`src/rtl/tlb_arb_pkg.sv`:
```
// Shared types and widths for the sv32 TLB arbiter.
package tlb_arb_pkg;

  localparam int unsigned VPN_W      = 20;
  localparam int unsigned UPD_ASID_W = 9;
  localparam int unsigned PTE_W      = 32;
  localparam int unsigned VADDR_W    = 32;
  localparam int unsigned UPD_DATA_W = 62;
  localparam int unsigned UPD_W      = 63;
  localparam int unsigned BURST_W    = 4;

  // TLB update word: {valid, is_4M, vpn, asid, pte}
  typedef struct packed {
    logic                  valid;
    logic                  is_4M;
    logic [VPN_W-1:0]      vpn;
    logic [UPD_ASID_W-1:0] asid;
    logic [PTE_W-1:0]      pte;
  } tlb_update_t;

  typedef enum logic {
    IDLE = 1'b0,
    HOLD = 1'b1
  } arb_state_e;

endpackage

```
`src/rtl/rr_arb2.sv`:
```
// Two-way round-robin arbiter; bit 0 is the I side, bit 1 the D side.
module rr_arb2 (
  input  logic       clk,
  input  logic       rst_n,
  input  logic       en,
  input  logic [1:0] req,
  output logic [1:0] gnt_c
);

  // ptr == 0 favours I, ptr == 1 favours D
  logic ptr;

  // Grant decode: a lone requester wins, a contest goes to the pointer
  always_comb begin
    gnt_c = 2'b00;
    if (en) begin
      if (req == 2'b11) begin
        gnt_c = ptr ? 2'b10 : 2'b01;
      end else begin
        gnt_c = req;
      end
    end
  end

  // Pointer only moves after a contested grant
  always_ff @(posedge clk or negedge rst_n) begin
    if (!rst_n) begin
      ptr <= 1'b0;
    end else if (en && (req == 2'b11)) begin
      ptr <= ~ptr;
    end
  end

endmodule

```
`src/rtl/cva6_tlb_sv32_arbiter.sv`:
```
// Shares one sv32 TLB between I/D lookups, PTW refills and sfence.vma flushes.
module cva6_tlb_sv32_arbiter
  import tlb_arb_pkg::*;
#(
  parameter int unsigned ASID_WIDTH    = 1,
  parameter int unsigned MAX_UPD_BURST = 4
) (
  input  logic                  clk_i,
  input  logic                  rst_ni,
  input  logic                  i_req_i,
  input  logic                  d_req_i,
  output logic                  i_gnt_o,
  output logic                  d_gnt_o,
  input  logic [31:0]           i_vaddr_i,
  input  logic [31:0]           d_vaddr_i,
  input  logic [ASID_WIDTH-1:0] i_asid_i,
  input  logic [ASID_WIDTH-1:0] d_asid_i,
  output logic                  i_rvalid_o,
  output logic                  d_rvalid_o,
  output logic                  rhit_o,
  output logic [31:0]           rcontent_o,
  output logic                  ris_4M_o,
  input  logic                  upd_req_i,
  output logic                  upd_gnt_o,
  input  logic [61:0]           upd_data_i,
  input  logic                  flush_req_i,
  output logic                  flush_gnt_o,
  input  logic [ASID_WIDTH-1:0] flush_asid_i,
  input  logic [31:0]           flush_vaddr_i,
  output logic                  busy_o,
  output logic                  tlb_flush_o,
  output logic [62:0]           tlb_update_o,
  output logic                  tlb_lu_access_o,
  output logic [ASID_WIDTH-1:0] tlb_lu_asid_o,
  output logic [31:0]           tlb_lu_vaddr_o,
  output logic [ASID_WIDTH-1:0] tlb_asid_flush_o,
  output logic [31:0]           tlb_vaddr_flush_o,
  input  logic [31:0]           tlb_lu_content_i,
  input  logic                  tlb_lu_hit_i,
  input  logic                  tlb_lu_is_4M_i
);

  localparam logic [BURST_W-1:0] BURST_MAX = BURST_W'(MAX_UPD_BURST);

  arb_state_e         state;
  logic [BURST_W-1:0] burst_cnt;
  logic               lookup_pending;
  logic               upd_blocked;
  logic               lu_en;
  logic [1:0]         lu_gnt;
  tlb_update_t        upd_word;

  assign lookup_pending = i_req_i | d_req_i;
  assign upd_blocked    = (burst_cnt == BURST_MAX) && lookup_pending;

  // Priority decode: flush, then update (burst-limited), then lookup; nothing in HOLD or reset
  always_comb begin
    flush_gnt_o       = 1'b0;
    upd_gnt_o         = 1'b0;
    lu_en             = 1'b0;
    tlb_flush_o       = 1'b0;
    tlb_asid_flush_o  = '0;
    tlb_vaddr_flush_o = '0;
    upd_word          = '0;
    if (rst_ni && (state == IDLE)) begin
      if (flush_req_i) begin
        flush_gnt_o       = 1'b1;
        tlb_flush_o       = 1'b1;
        tlb_asid_flush_o  = flush_asid_i;
        tlb_vaddr_flush_o = flush_vaddr_i;
      end else if (upd_req_i && !upd_blocked) begin
        upd_gnt_o = 1'b1;
        upd_word  = tlb_update_t'({1'b1, upd_data_i});
      end else begin
        lu_en = 1'b1;
      end
    end
  end

  rr_arb2 u_rr_arb2 (
    .clk   (clk_i),
    .rst_n (rst_ni),
    .en    (lu_en),
    .req   ({d_req_i, i_req_i}),
    .gnt_c (lu_gnt)
  );

  assign i_gnt_o         = lu_gnt[0];
  assign d_gnt_o         = lu_gnt[1];
  assign tlb_update_o    = upd_word;
  assign tlb_lu_access_o = lu_gnt[0] | lu_gnt[1];
  assign tlb_lu_asid_o   = lu_gnt[1] ? d_asid_i  : (lu_gnt[0] ? i_asid_i  : '0);
  assign tlb_lu_vaddr_o  = lu_gnt[1] ? d_vaddr_i : (lu_gnt[0] ? i_vaddr_i : '0);
  assign busy_o          = (state == HOLD);

  // FSM, update-burst counter and registered lookup response
  always_ff @(posedge clk_i or negedge rst_ni) begin
    if (!rst_ni) begin
      state      <= IDLE;
      burst_cnt  <= '0;
      i_rvalid_o <= 1'b0;
      d_rvalid_o <= 1'b0;
      rhit_o     <= 1'b0;
      rcontent_o <= '0;
      ris_4M_o   <= 1'b0;
    end else begin
      case (state)
        IDLE:    if (flush_gnt_o) state <= HOLD;
        HOLD:    state <= IDLE;
        default: state <= IDLE;
      endcase

      if (!lookup_pending || tlb_lu_access_o || flush_gnt_o) begin
        burst_cnt <= '0;
      end else if (upd_gnt_o && (burst_cnt != BURST_MAX)) begin
        burst_cnt <= burst_cnt + BURST_W'(1);
      end

      i_rvalid_o <= lu_gnt[0];
      d_rvalid_o <= lu_gnt[1];
      if (tlb_lu_access_o) begin
        rhit_o     <= tlb_lu_hit_i;
        rcontent_o <= tlb_lu_content_i;
        ris_4M_o   <= tlb_lu_is_4M_i;
      end
    end
  end

endmodule

```
`config.mk`:
```
export PLATFORM = sky130hd
export DESIGN_NAME = cva6_tlb_sv32_arbiter
export DESIGN_NICKNAME = d
export VERILOG_FILES = /design/src/rtl/tlb_arb_pkg.sv /design/src/rtl/rr_arb2.sv /design/src/rtl/cva6_tlb_sv32_arbiter.sv
export SDC_FILE = /design/constraint.sdc
export NUM_CORES = 1
export LEC_CHECK = 0
export ABC_CLOCK_PERIOD_IN_PS = 1800
export CAP_MARGIN = 0
export CORE_AREA = 4 4 144 146
export DETAILED_ROUTE_END_ITERATION = 8
export DIE_AREA = 0 0 148 150
export SETUP_SLACK_MARGIN = 0.15
export SYNTH_ARGS = -nofsm -noshare
export SYNTH_HDL_FRONTEND = slang
export SYNTH_SLANG_ARGS = --single-unit
```
`constraint.sdc`:
```
create_clock -name clk_i -period 1.8 [get_ports clk_i]
set_input_delay 0.27 -clock clk_i [delete_from_list [all_inputs] [get_ports clk_i]]
set_output_delay 0.27 -clock clk_i [all_outputs]
set_load 0.01 [all_outputs]
```
==> impl_metrics.json, run 1 <==
{
  "status": "finished with violations",
  "violations": "setup timing",
  "dieArea_mm2": 0.02220,
  "finalClockSkew_ns": 0.003749,
  "cpMaxStageDelayCell": "dfrtp_1",
  "final_cell_mix": "233 x clkdlybuf4s50_1, 138 x buf_6, 94 x and2_4",
  "worstRegToRegCells": 8,
  "vias": 4546,
  "tightest_slew_ns": 0.5498,
  "syn_to_final_growth_pct": 196.9,
  "setup_viol": 170,
  "start_util": 0.1629,
  "grtUsageMet1": 0.1868,
  "p_int_w": 0.003580,
  "yosysUniqueCellTypes": 35,
  "switching_share": 0.3040,
  "relSlewSlack": 0.6335,
  "path_delay_family": "buffers and inverters",
  "hold_buffers": 0,
  "power.switching_w": 0.001564,
  "layout-drive-gt1-share": 0.5274,
  "first_pass_iters": 4,
  "final_common_cell": "clkdlybuf4s50_1",
  "globalRouteOverflowTotal": 0,
  "placeableCoreArea_mm2": 0.01940,
  "synth.yosys.seq_area_share": 0.3325,
  "core.rowCount": 51,
  "critical_path.max_stage_delay_ns": 0.39,
  "wirelength_um": 20180,
  "synth-edff-count": 0,
  "remaining_drc_errors": 0,
  "worstPathArrival_ns": 2.06,
  "syn_area_mm2": 0.003161,
  "tns_ns": -62.05,
  "grt_first_pass_wirelength_um": 27380,
  "pwr-share-seq": 0.245,
  "use_met3": 0.04724,
  "post_drt_wl_per_cell_um": 19.17,
  "hpwlAfterDp_um": 14460,
  "dieWidth_um": 148,
  "hold_ws_ns": 0.1167,
  "cts_buffers": 5,
  "syn_avg_cell_area_um2": 8.928,
  "setup_slack_ns": -0.5316,
  "path_class": "reg2out",
  "worstHoldPathType": "in2async",
  "worst_ir_drop_vdd_mv": 0.3852,
  "ios": 373,
  "min_period_ns": 2.332,
  "cts_sinks": 42,
  "synth_cells": 354,
  "rsz0062_at_grt": "true",
  "port_buffers": 372,
  "worstPathRequired_ns": 1.53,
  "clock.fmax_ghz": 0.4289,
  "clockPowerShare": 0.226,
  "hold_viol": 0,
  "yosys_register_bits": 42,
  "ys.flop_type": "dfrtp_1",
  "critPathMaxFanout": 7,
  "ant_nets": 0,
  "fin_crit_sh": 1.295,
  "end_kind": "output port",
  "drv_cap": 0,
  "crit_cells": 9,
  "cts_tree": "built",
  "grt_max_degree": 44,
  "clk_latency_ns": 0.28,
  "cp_common_cell": "buf_12",
  "antenna_found_initial": 4,
  "ys.warnings.count": 0,
  "mappedNetlistNets": 557,
  "pre_cts_ws_ns": -0.8064,
  "die_height_um": 150,
  "cts_buffer_depth": 2,
  "clock-root-buffer": "clkbuf_16",
  "clk_pin_slew_ns": 0.06,
  "via_per_inst": 4.317,
  "p_leak_nw": 3.876,
  "drt_iter0_drc": 171,
  "crit_path_cell_trace": "inv_2 > ha_4 > nand3b_1 > buf_4 > a211o_4 > buf_12 > buf_12 > a21oi_4 > buf_2",
  "grtUsageTotal": 0.1571,
  "async_flop_share": 1.000,
  "top_usage_layer": "met2",
  "critPathBufInv": 5,
  "grt_pass1_vias": 4690,
  "gp_congestion": 0.8101,
  "maxSlewViolCount": 0,
  "powerDensity_mw_per_mm2": 548.2,
  "htree_levels": 2,
  "startpoint_type": "flip-flop",
  "nNetsFinal": 987,
  "grt_use_met2": 0.2761,
  "combPwrFrac": 0.528
}
## state kept, by name, indices dropped and copies added, names as in the netlist
| signal | flops |
|---|---|
| i_rvalid_o | 1 |
| rcontent_o | 32 |
| burst_cnt | 4 |
| d_rvalid_o | 1 |
| ris_4M_o | 1 |
| rhit_o | 1 |
| busy_o | 1 |
| u_rr_arb2.ptr | 1 |
## stage by stage
step                std cells  instance area [um^2]  utilization  total power, W
finish                   1053                  9383       0.4837        0.005143
global route             1052                  9380       0.4836        0.005400
CTS                      1032                  8346       0.4302        0.004897
detailed placement        996                  7840       0.4042        0.003569
global placement          996                  7840       0.4042        0.003558
floorplan                 354                  3642            -        0.002163
## cell usage after synthesis (2+ instances only)
master	count	share of area
nor2_1	2	0.0024
buf_4	2	0.0047
inv_1	3	0.0036
o21ai_0	2	0.0032
mux2_1	2	0.0071
clkbuf_1	36	0.043
and2_1	96	0.19
buf_6	3	0.011
ha_1	2	0.0079
clkinv_1	3	0.0036
and3b_1	2	0.0055
o211ai_1	66	0.16
nor3b_1	2	0.0047
mux2_2	32	0.11
nand2_1	2	0.0024
a21oi_1	38	0.060
nand4_1	2	0.0040
dfrtp_1	42	0.33
## layer usage
layer  share of wire  vias up  wire (um)
met5               0        -          0
met4           0.022        0        440
met3           0.093       27       1867
met2            0.51      228      10370
met1            0.37     2148       7498
li1                -     2143          -
## area by class of cell
class | count | area [um^2]
Fill cell | 1811 | 10020
Clock buffer | 5 | 125.1
Inverter | 6 | 22.52
Tap cell | 265 | 331.6
Sequential cell | 42 | 1051
Multi-Input combinational cell | 264 | 2681
Antenna cell | 3 | 7.507
Clock inverter | 3 | 68.82
Timing Repair Buffer | 465 | 5095
## power by group through the flow
stage | logic [W] | clock network [W] | registers, W
CTS | 0.00245 | 0.00120 | 0.00125
finish | 0.00272 | 0.00116 | 0.00126
floorplan | 0.000823 | 0 | 0.00134
detailed placement | 0.00231 | 0 | 0.00126
global placement | 0.00231 | 0 | 0.00125
global route | 0.00287 | 0.00124 | 0.00129
## worst register-to-register path: stages (launching register included)
cell	delay, ns
dfrtp_1	0.40
buf_6	0.13
or3b_4	0.38
buf_6	0.15
a211oi_4	0.20
buf_6	0.16
buf_6	0.13
clkbuf_16	0.15
mux2_4	0.29
## cell families (layout without fill, tap and decap cells)
group	Yosys count	in the layout	share of synthesized area
and+or+nand+nor	114	114	0.2261
buffers and inverters	48	479	0.06690
AOI/OAI and AO/OA	113	113	0.2427
DFF	42	42	0.3325
muxes	34	34	0.1211
other	0	3	0
adders and majority gates	2	2	0.007916
xor gates and xnor gates	1	1	0.002772
## final timing paths
kind	from	to	slack, ns
worst max register to register	busy_o	rcontent_o[2]	-0.30
max in group asynchronous	rst_ni	rcontent_o[31]	1.30
worst min-delay path	rst_ni	busy_o	0.12
worst max-delay path	burst_cnt[0]	tlb_lu_vaddr_o[9]	-0.53
min in group clk_i	rst_ni	busy_o	0.39
worst min register to register	rcontent_o[24]	rcontent_o[24]	0.51
## repair_timing
item,CTS,global route
gates resized for setup,658,197
buffers inserted,16,10
pin swaps,23,61
cloned,12,8
setup endpoints to repair,173,174
Power figures use the tool's default switching activity.
==> run 2, diff against run 1 <==
Settings changed: PLACE_DENSITY_LB_ADDON set to 0.1, SKIP_LAST_GASP set to 1.
==> run 2 against run 1 <==
The flow still finishes with violations (setup timing). Sequential cell count is the same. Sequential power about the same. Critical path depth is the same. Worst hold slack improved by 0.093 ns. Register-to-register slack got worse by 0.20 ns. Clock power down 26%. Utilization decreased by 0.097 points. Critical path type unchanged. Largest power group unchanged.
==> impl_metrics.json, run 2 (synthesis gave the netlist of run 1 again) <==
{
  "port_buffers": 372,
  "cts_tree": "built",
  "powerDensity_mw_per_mm2": 512.0,
  "largest_reg_flops": 32,
  "multi_input_area_mm2": 0.002668,
  "layout-drive-gt1-share": 0.5158,
  "start_util": 0.1629,
  "core.rowCount": 51,
  "grt_pass1_vias": 4661,
  "p_leak_nw": 3.892,
  "tightest_slew_ns": 0.5403,
  "hold_ws_ns": 0.2100,
  "syn_to_final_growth_pct": 196.3,
  "drv_cap": 0,
  "ios": 373,
  "fill_cells": 1812,
  "reg2reg_setup_slack_ns": -0.50,
  "clk_pin_slew_ns": 0.05,
  "worstRegToRegCells": 12,
  "fin_crit_sh": 1.317,
  "grt_first_pass_wirelength_um": 27350,
  "violations": "setup timing",
  "cts_buffers": 5,
  "die_height_um": 150,
  "setup_viol": 169,
  "first_pass_iters": 4,
  "drt_iter0_drc": 181,
  "hpwlAfterDp_um": 15450,
  "hold_buffers": 0,
  "worstPathRequired_ns": 1.53,
  "worst_ir_drop_vdd_mv": 0.3438,
  "nNetsFinal": 997,
  "maxSlewViolCount": 0,
  "status": "finished with violations",
  "placedCellCount": 997,
  "antenna_found_initial": 2,
  "worstPathArrival_ns": 2.10,
  "critPathMaxFanout": 8,
  "top_register": "rcontent_o",
  "globalRouteOverflowTotal": 0,
  "grt_max_degree": 45,
  "clock-root-buffer": "clkbuf_16",
  "vias": 4489,
  "dieWidth_um": 148,
  "via_per_inst": 4.235,
  "remaining_drc_errors": 0,
  "end_kind": "output port",
  "relSlewSlack": 0.6398,
  "finalClockSkew_ns": 0.002905,
  "top_regs": "rcontent_o: 32 flops, burst_cnt: 4 flops",
  "r2r_start": "burst_cnt[1]",
  "post_drt_wl_per_cell_um": 19.02,
  "placeableCoreArea_mm2": 0.01940,
  "hold_viol": 0,
  "dieArea_mm2": 0.02220,
  "cts_buffer_depth": 2,
  "ant_nets": 0,
  "rsz0062_at_grt": "true",
  "final_cell_mix": "234 x clkdlybuf4s50_1, 136 x buf_6, 80 x and2_4",
  "seq_area_mm2": 0.001051,
  "clk_latency_ns": 0.28,
  "worstHoldPathType": "in2async",
  "htree_levels": 2,
  "cts_sinks": 42,
  "path_class": "reg2out",
  "min_period_ns": 2.370,
  "startpoint_type": "flip-flop",
  "clock.fmax_ghz": 0.4220,
  "final_common_cell": "clkdlybuf4s50_1",
  "finalNonFillerCells": 1060,
  "gp_congestion": 0.8598,
  "grtUsageTotal": 0.1588,
  "r2r_end": "rcontent_o[19]",
  "wirelength_um": 20160,
  "setup_slack_ns": -0.5699
}
run 2: changes by cell type in the layout (fill, tap and decap cells not counted), sizes merged:
cell           before  now
dlymetal6s2s        1    3
clkinv              4    3
clkbuf             12   28
bufinv              2    0
buf               222  216
diode               3    2
clkdlybuf4s50     233  234
dlygate4sd2         2    0
run 2: worst max-delay path by stage:
stage                      start                 end  slack [ns]  cells after the start
detailed placement   flush_req_i  tlb_lu_vaddr_o[25]       -0.83                      6
global route        burst_cnt[0]  tlb_lu_vaddr_o[25]       -0.63                      9
floorplan           burst_cnt[0]      rcontent_o[12]       -0.18                      6
finish              burst_cnt[1]  tlb_lu_vaddr_o[25]       -0.57                      9
CTS                 burst_cnt[1]  tlb_lu_vaddr_o[16]       -0.58                      9
global placement     flush_req_i             d_gnt_o       -0.81                      6
run 2: timing repair:
action,in CTS,in global routing
setup endpoints to repair,173,175
resized for setup,369,449
pin swaps,7,86
gates cloned,4,13
buffers inserted,10,28
run 2: metrics by stage:
stage               worst slack (ns)  cell area (um^2)  utilization  setup TNS [ns]  total power, W
floorplan                    -0.1770              3642            -          -10.86        0.002163
finish                       -0.5699              9364       0.4827          -65.05        0.004794
global route                 -0.6333              9364       0.4827          -77.29        0.005057
detailed placement           -0.8272              7910       0.4078         -112.14        0.003588
global placement             -0.8148              7910       0.4078         -108.13        0.003563
CTS                          -0.5761              8189       0.4221          -83.59        0.004500
run 2: layout make-up:
class                   count  share of cell area
inverters                   6            0.002405
clock buffers               6             0.01483
diodes                      2           0.0005345
repair buffers            475              0.5497
well taps                 265             0.03541
multi-input cells         264              0.2849
flip-flops and latches     42              0.1122
run 2: per-layer routing:
layer / vias to the layer above / part of all wire / track usage
li1: 2141 / - / -
met1: 2124 / 0.35 / 0.1706
met2: 200 / 0.53 / 0.2857
met3: 24 / 0.089 / 0.05966
met4: 0 / 0.026 / 0.05589
met5: - / 0 / 0
run 2: critical path, cell delays in order (launching register included):
cell	delay, ns
dfrtp_1	0.39
inv_2	0.07
ha_4	0.13
nand3b_1	0.15
buf_6	0.17
a211o_4	0.36
buf_6	0.14
buf_12	0.15
a21oi_4	0.11
buf_2	0.14
run 2: power breakdown:
group | total (W) | switching, W | internal [W]
sequential | 0.00125 | 0.000104 | 0.00114
combinational | 0.00269 | 0.00108 | 0.00161
clock | 0.000856 | 0.000321 | 0.000535
total | 0.00479 | 0.00150 | 0.00329
